**config.mk**
```make
export PLATFORM = sky130hd
export DESIGN_NAME = compressed_line_unpacker
export DESIGN_NICKNAME = d
export VERILOG_FILES = /design/src/rtl/compressed_line_unpacker.sv
export SDC_FILE = /design/constraint.sdc
export NUM_CORES = 1
export LEC_CHECK = 0
export CORE_MARGIN = 2
export CORE_UTILIZATION = 42
export DETAILED_ROUTE_END_ITERATION = 8
export PLACE_DENSITY = 0.65
export SYNTH_ARGS = -nofsm -noshare
export SYNTH_HDL_FRONTEND = slang
export SYNTH_SLANG_ARGS = --single-unit
```
**constraint.sdc**
```tcl
create_clock -name i_clk -period 14.8 [get_ports i_clk]
set_input_delay 2.96 -clock i_clk [delete_from_list [all_inputs] [get_ports i_clk]]
set_output_delay 2.96 -clock i_clk [all_outputs]
set_load 0.02 [all_outputs]
```
**src/rtl/compressed_line_unpacker.sv**
```systemverilog
// Holds one packed compressed line and presents a left-aligned window at a running bit offset
// to the word decoder. It advances the offset by each returned codeword length and flags line done or error.
module compressed_line_unpacker #(
    parameter int CACHE_LINE     = 128,
    parameter int WORD_SIZE      = 64,
    parameter int WORDS_PER_LINE = 4
) (
    input  logic                  i_clk,
    input  logic                  i_reset,
    input  logic                  i_line_valid,
    output logic                  o_line_ready,
    input  logic [CACHE_LINE-1:0] i_line_data,
    input  logic [7:0]            i_line_bits,
    output logic [WORD_SIZE-1:0]  o_window,
    output logic                  o_window_valid,
    input  logic                  i_consume_valid,
    input  logic [6:0]            i_consume_len,
    output logic [7:0]            o_offset,
    output logic [2:0]            o_word_count,
    output logic                  o_done_flag,
    output logic                  o_error
);

    typedef enum logic [1:0] {
        S_IDLE,
        S_ACTIVE,
        S_DONE
    } state_t;

    localparam logic [8:0] LINE_MAX  = 9'(CACHE_LINE);
    localparam logic [6:0] LEN_MAX   = 7'(WORD_SIZE);
    localparam logic [2:0] WORDS_MAX = 3'(WORDS_PER_LINE);

    state_t                state;
    logic [CACHE_LINE-1:0] line_q;
    logic [7:0]            bits_q;

    logic                  bits_bad;
    logic                  len_bad;
    logic                  overrun;
    logic [8:0]            new_off;
    logic [2:0]            count_inc;
    logic [WORD_SIZE-1:0]  window_raw;

    // Zero-padding below the line makes bits read past its end come out as zero.
    assign window_raw = WORD_SIZE'(({line_q, {WORD_SIZE{1'b0}}} << o_offset) >> CACHE_LINE);
    assign o_window   = o_window_valid ? window_raw : '0;

    // The 9-bit sum keeps offset + length from wrapping before the overrun compare.
    assign new_off   = {1'b0, o_offset} + {2'b00, i_consume_len};
    assign count_inc = o_word_count + 3'd1;
    assign bits_bad  = (i_line_bits == 8'd0) || ({1'b0, i_line_bits} > LINE_MAX);
    assign len_bad   = (i_consume_len == 7'd0) || (i_consume_len > LEN_MAX);
    assign overrun   = new_off > {1'b0, bits_q};

    always_ff @(posedge i_clk or posedge i_reset) begin
        if (i_reset) begin
            state          <= S_IDLE;
            line_q         <= '0;
            bits_q         <= '0;
            o_offset       <= '0;
            o_word_count   <= '0;
            o_line_ready   <= 1'b1;
            o_window_valid <= 1'b0;
            o_done_flag    <= 1'b0;
            o_error        <= 1'b0;
        end else begin
            o_done_flag <= 1'b0;
            o_error     <= 1'b0;
            case (state)
                S_IDLE: begin
                    if (i_line_valid) begin
                        line_q       <= i_line_data;
                        bits_q       <= i_line_bits;
                        o_offset     <= '0;
                        o_word_count <= '0;
                        if (bits_bad) begin
                            o_error <= 1'b1;
                        end else begin
                            state          <= S_ACTIVE;
                            o_line_ready   <= 1'b0;
                            o_window_valid <= 1'b1;
                        end
                    end
                end
                S_ACTIVE: begin
                    if (i_consume_valid) begin
                        // A bad length or an overrun abandons the line, leaving offset and count as they were.
                        if (len_bad || overrun) begin
                            o_error        <= 1'b1;
                            state          <= S_IDLE;
                            o_line_ready   <= 1'b1;
                            o_window_valid <= 1'b0;
                        end else begin
                            o_offset     <= new_off[7:0];
                            o_word_count <= count_inc;
                            if (count_inc == WORDS_MAX) begin
                                state          <= S_DONE;
                                o_window_valid <= 1'b0;
                                o_done_flag    <= 1'b1;
                            end
                        end
                    end
                end
                S_DONE: begin
                    state        <= S_IDLE;
                    o_line_ready <= 1'b1;
                end
                default: begin
                    state          <= S_IDLE;
                    o_line_ready   <= 1'b1;
                    o_window_valid <= 1'b0;
                end
            endcase
        end
    end

endmodule

```
==> results.md <==
- Status: completed
- Worst slew pin tran: around 1.1 ns
- Drt drc: 0
- Clock Path Buffers: 2
- DRT iter0 DRCs: 2,047
- Share of the synthesized area in the top cell type: 0.238
- #FFs+latches synth: 153
- Cell mode on critical path: mux2_2
- CTS tree: done
- Crit Reg-Reg Endpoint: o_word_count[0]$_DFFE_PP0P_
- Routed vias/inst: about 6.4
- Rows: 71
- Syn Nets: between 1.5k and 2k
- Post-synth EDFFs: 0
- Wire per inst: 25.6 um
- Max Fclk: 124 MHz
- Final Cycle Share: 0.543
- Leading cell type in the layout, fill and taps excluded: nand2_1
- Hold Path Depth: 2
- Final Critical Period: about 8.0 ns
- Levels on crit path: 8
- Hold Startpoint: o_line_ready$_DFFE_PP1P_
- Final setup fails: 0
- Fin. Hold Viols: 0
- Worst hold path class: reg2reg
- Synth area leader: dfrtp_1
- Setup bufs post-CTS: 0
- Worst Reg-to-Reg Cells: 14
- Total GRT Usage: 0.315
- Max VDD drop: 0.111 mV
- Clk slew on worst S/H paths: 0.07 ns
- Clk Latency, worst-skew pair: 0.44 ns
- Top Family by Delay on Critical Path: multiplexers
- CP Class: reg2out
- CP Max Fanout: 56
- Area grow syn2layout: 18.3%
- Max Cap Viol: 0
- Worst Hold Path EP: o_line_ready$_DFFE_PP1P_
- Total gr overflow: 0
- Syn_area_per_cell: 9.05 um2
- Initial antenna violation count: 2
- RSZ-0062 raised after global routing: no
- Dpl cells: 2,370
- Ys async rst share: 1.00
- Post-Synthesis Cells: 1,765
- Slowest-stage cell, CP: dfrtp_4
- Slew Viols, Final: 0
- First-pass GRT wire length: 92,800 um
- Design Area, Final: 18,900 um2
- Setup total negative slack: 0 ns
- Post-synth cell types: about 80
- Setup WS pre-CTS: 7.28 ns
- Sequential-to-total area share from yosys stat: 0.240
- Synth warn: 0
- Die X: 199 um
- Crit end category: output pin
- Die height: 199 um
- Buf/Inv on CP: 2
- H-tree Lvls: 4
- I/O pins: 226
- Cts repair resizes: 0
- Core area: 37,600 um2
- ANT cells: 0
- DP HPWL: approximately 47,000 um
- Reg2Reg Launch Point: o_offset[1]$_DFFE_PP0P_
- Nature of the critical path startpoint: register
- DIE AREA: 39,600 um2
- Commonest cells after routing, fill and taps aside: 497 x nand2_1, 225 x clkdlybuf4s50_1, 154 x mux4_2, 146 x dfrtp_1, 128 x nor2_1
- Leakage: 7.83 nW
- Worst EP required: around 12 ns
- Number of global-route vias before repair: ~14k
- Hold buffers post-CTS: 0
- Initial Util: 0.425
- Layout cells sized above 1: 0.180
- Fin cells: 2,402
- Largest net degree at the start of global routing: 91
- GPL Wtd Cong: 1.07
- Vias: between 15k and 20k
- Worst path max stage delay: 1.02 ns
- Total Wirelength: roughly 60,000 um
- Post-route setup slack: about 6.8 ns
- Clock Sink Count: 153
- Slew HR: 0.282
- Pwr dens: 293 nW/um2
- Mapped Area: 16,000 um2
- Dominant synthesized flop cell: dfrtp_1
- Final #Nets: 2,043
- DRT antenna net count: 0
- DR pass1 iterations: 5
- Inserted Clock Buffers: 17
- Top area cells in the synthesized netlist: dfrtp_1 24%, mux4_2 22%, nand2_1 12%, mux2i_1 8.0%, mux2_2 7.8%
- CTS Root Cell: clkbuf_16
- Buffers on Ports: ~230
- Layout Skew: 0.00607 ns
- Fin Hold WS: 0.471 ns
- Minimum setup slack among reg-to-reg paths: 9.21 ns
- Critical Path, Cell by Cell: buf_4, mux4_2, mux2_2, mux2i_1, mux2_2, o32ai_1, a211o_1, clkdlybuf4s50_1
- Fill cells: between 3k and 4k
- WP data arrival: 5.08 ns
- Placed cell areas: 18,300 um2
worst max-delay path by stage:
stage / slack, ns / startpoint / to
finish: 6.76 / o_offset[1]$_DFFE_PP0P_ / o_window[44]
floorplan: 7.72 / i_reset / bits_q[0]$_DFFE_PP0P_
detailed placement: 7.28 / o_offset[1]$_DFFE_PP0P_ / o_window[44]
global placement: 7.35 / o_offset[1]$_DFFE_PP0P_ / o_window[44]
global route: 6.48 / o_offset[1]$_DFFE_PP0P_ / o_window[44]
CTS: 6.77 / o_offset[1]$_DFFE_PP0P_ / o_window[44]
cell type report:
cell class / instances / area [um2] / share of cell area
clock buffer: 21 / 450 / 0.0239
clock inverter: 11 / 149 / 0.00788
inverter: 21 / 83.8 / 0.00444
multi-input combinational: 1439 / 11300 / 0.599
sequential: 153 / 3850 / 0.204
tap: 511 / 639 / 0.0339
timing repair buffer: 246 / 2410 / 0.128
Yosys cell counts, types with 9 or more instances:
library cell    n
mux2_2        111
nor2b_1         9
o211ai_1       14
dfrtp_1       152
clkbuf_1       79
a211o_1         9
ha_1           17
mux4_2        154
o22ai_1        32
a21o_1         15
a211oi_1       17
o31ai_1         9
inv_1          17
nor2_1        128
mux2i_1       127
buf_2          32
o221ai_1       15
nor3_1         17
o21ai_0        56
a21oi_1        40
nand2b_1       10
nand3_1        20
buf_1          18
nand2_1       498
and2_1          9
buf_6          12
worst register-to-register path, delay by kind of cell, from the launching register on:
| kind | cells | cell delay (ns) |
|---|---|---|
| compound gates | 8 | 2.44 |
| xor+xnor | 1 | 0.14 |
| fa+ha+maj | 2 | 0.60 |
| buf+inv | 1 | 0.85 |
| flops | 1 | 1.02 |
| mux | 1 | 0.29 |
| simple gates | 1 | 0.13 |
cells by family (layout without fill, tap and decap cells):
logic type,after synthesis,in the layout,share of synthesized area
AND/OR/NAND/NOR,728,728,0.185
multiplexers,393,393,0.376
AO/OA/AOI/OAI,294,294,0.128
buffers and inverters,173,299,0.0528
flip-flops,153,153,0.240
adder cells (fa/ha/maj),18,18,0.0146
XOR/XNOR,6,6,0.00329
layer usage:
layer	GRT usage	routed length, um	up-vias	part of all wire
met5	0	14	-	0.00023
met4	0.138	2690	2	0.044
met3	0.0651	6410	139	0.10
met2	0.457	26300	936	0.43
met1	0.454	26000	7499	0.42
li1	-	-	6741	-
report_power, final:
group	switching, mW	internal (mW)
Combinational	2.35	1.72
Sequential	0.411	0.612
Clock	0.171	0.269
Total	2.93	2.60
per-stage QoR:
stage | total power [mW] | utilization
after global placement | 4.91 | 0.487
after global routing | 5.80 | 0.503
after detailed placement | 4.94 | 0.487
final | 5.53 | 0.503
after CTS | 5.41 | 0.503
after floorplan | 3.50 | -
registers in the layout, summed over array words and instances, names as in the netlist:
signal          cells
line_q            128
o_word_count        3
o_line_ready        1
o_error             1
o_offset            8
o_window_valid      1
state               2
o_done_flag         1
bits_q              8
Note: power is estimated with default switching activity, not from simulation.
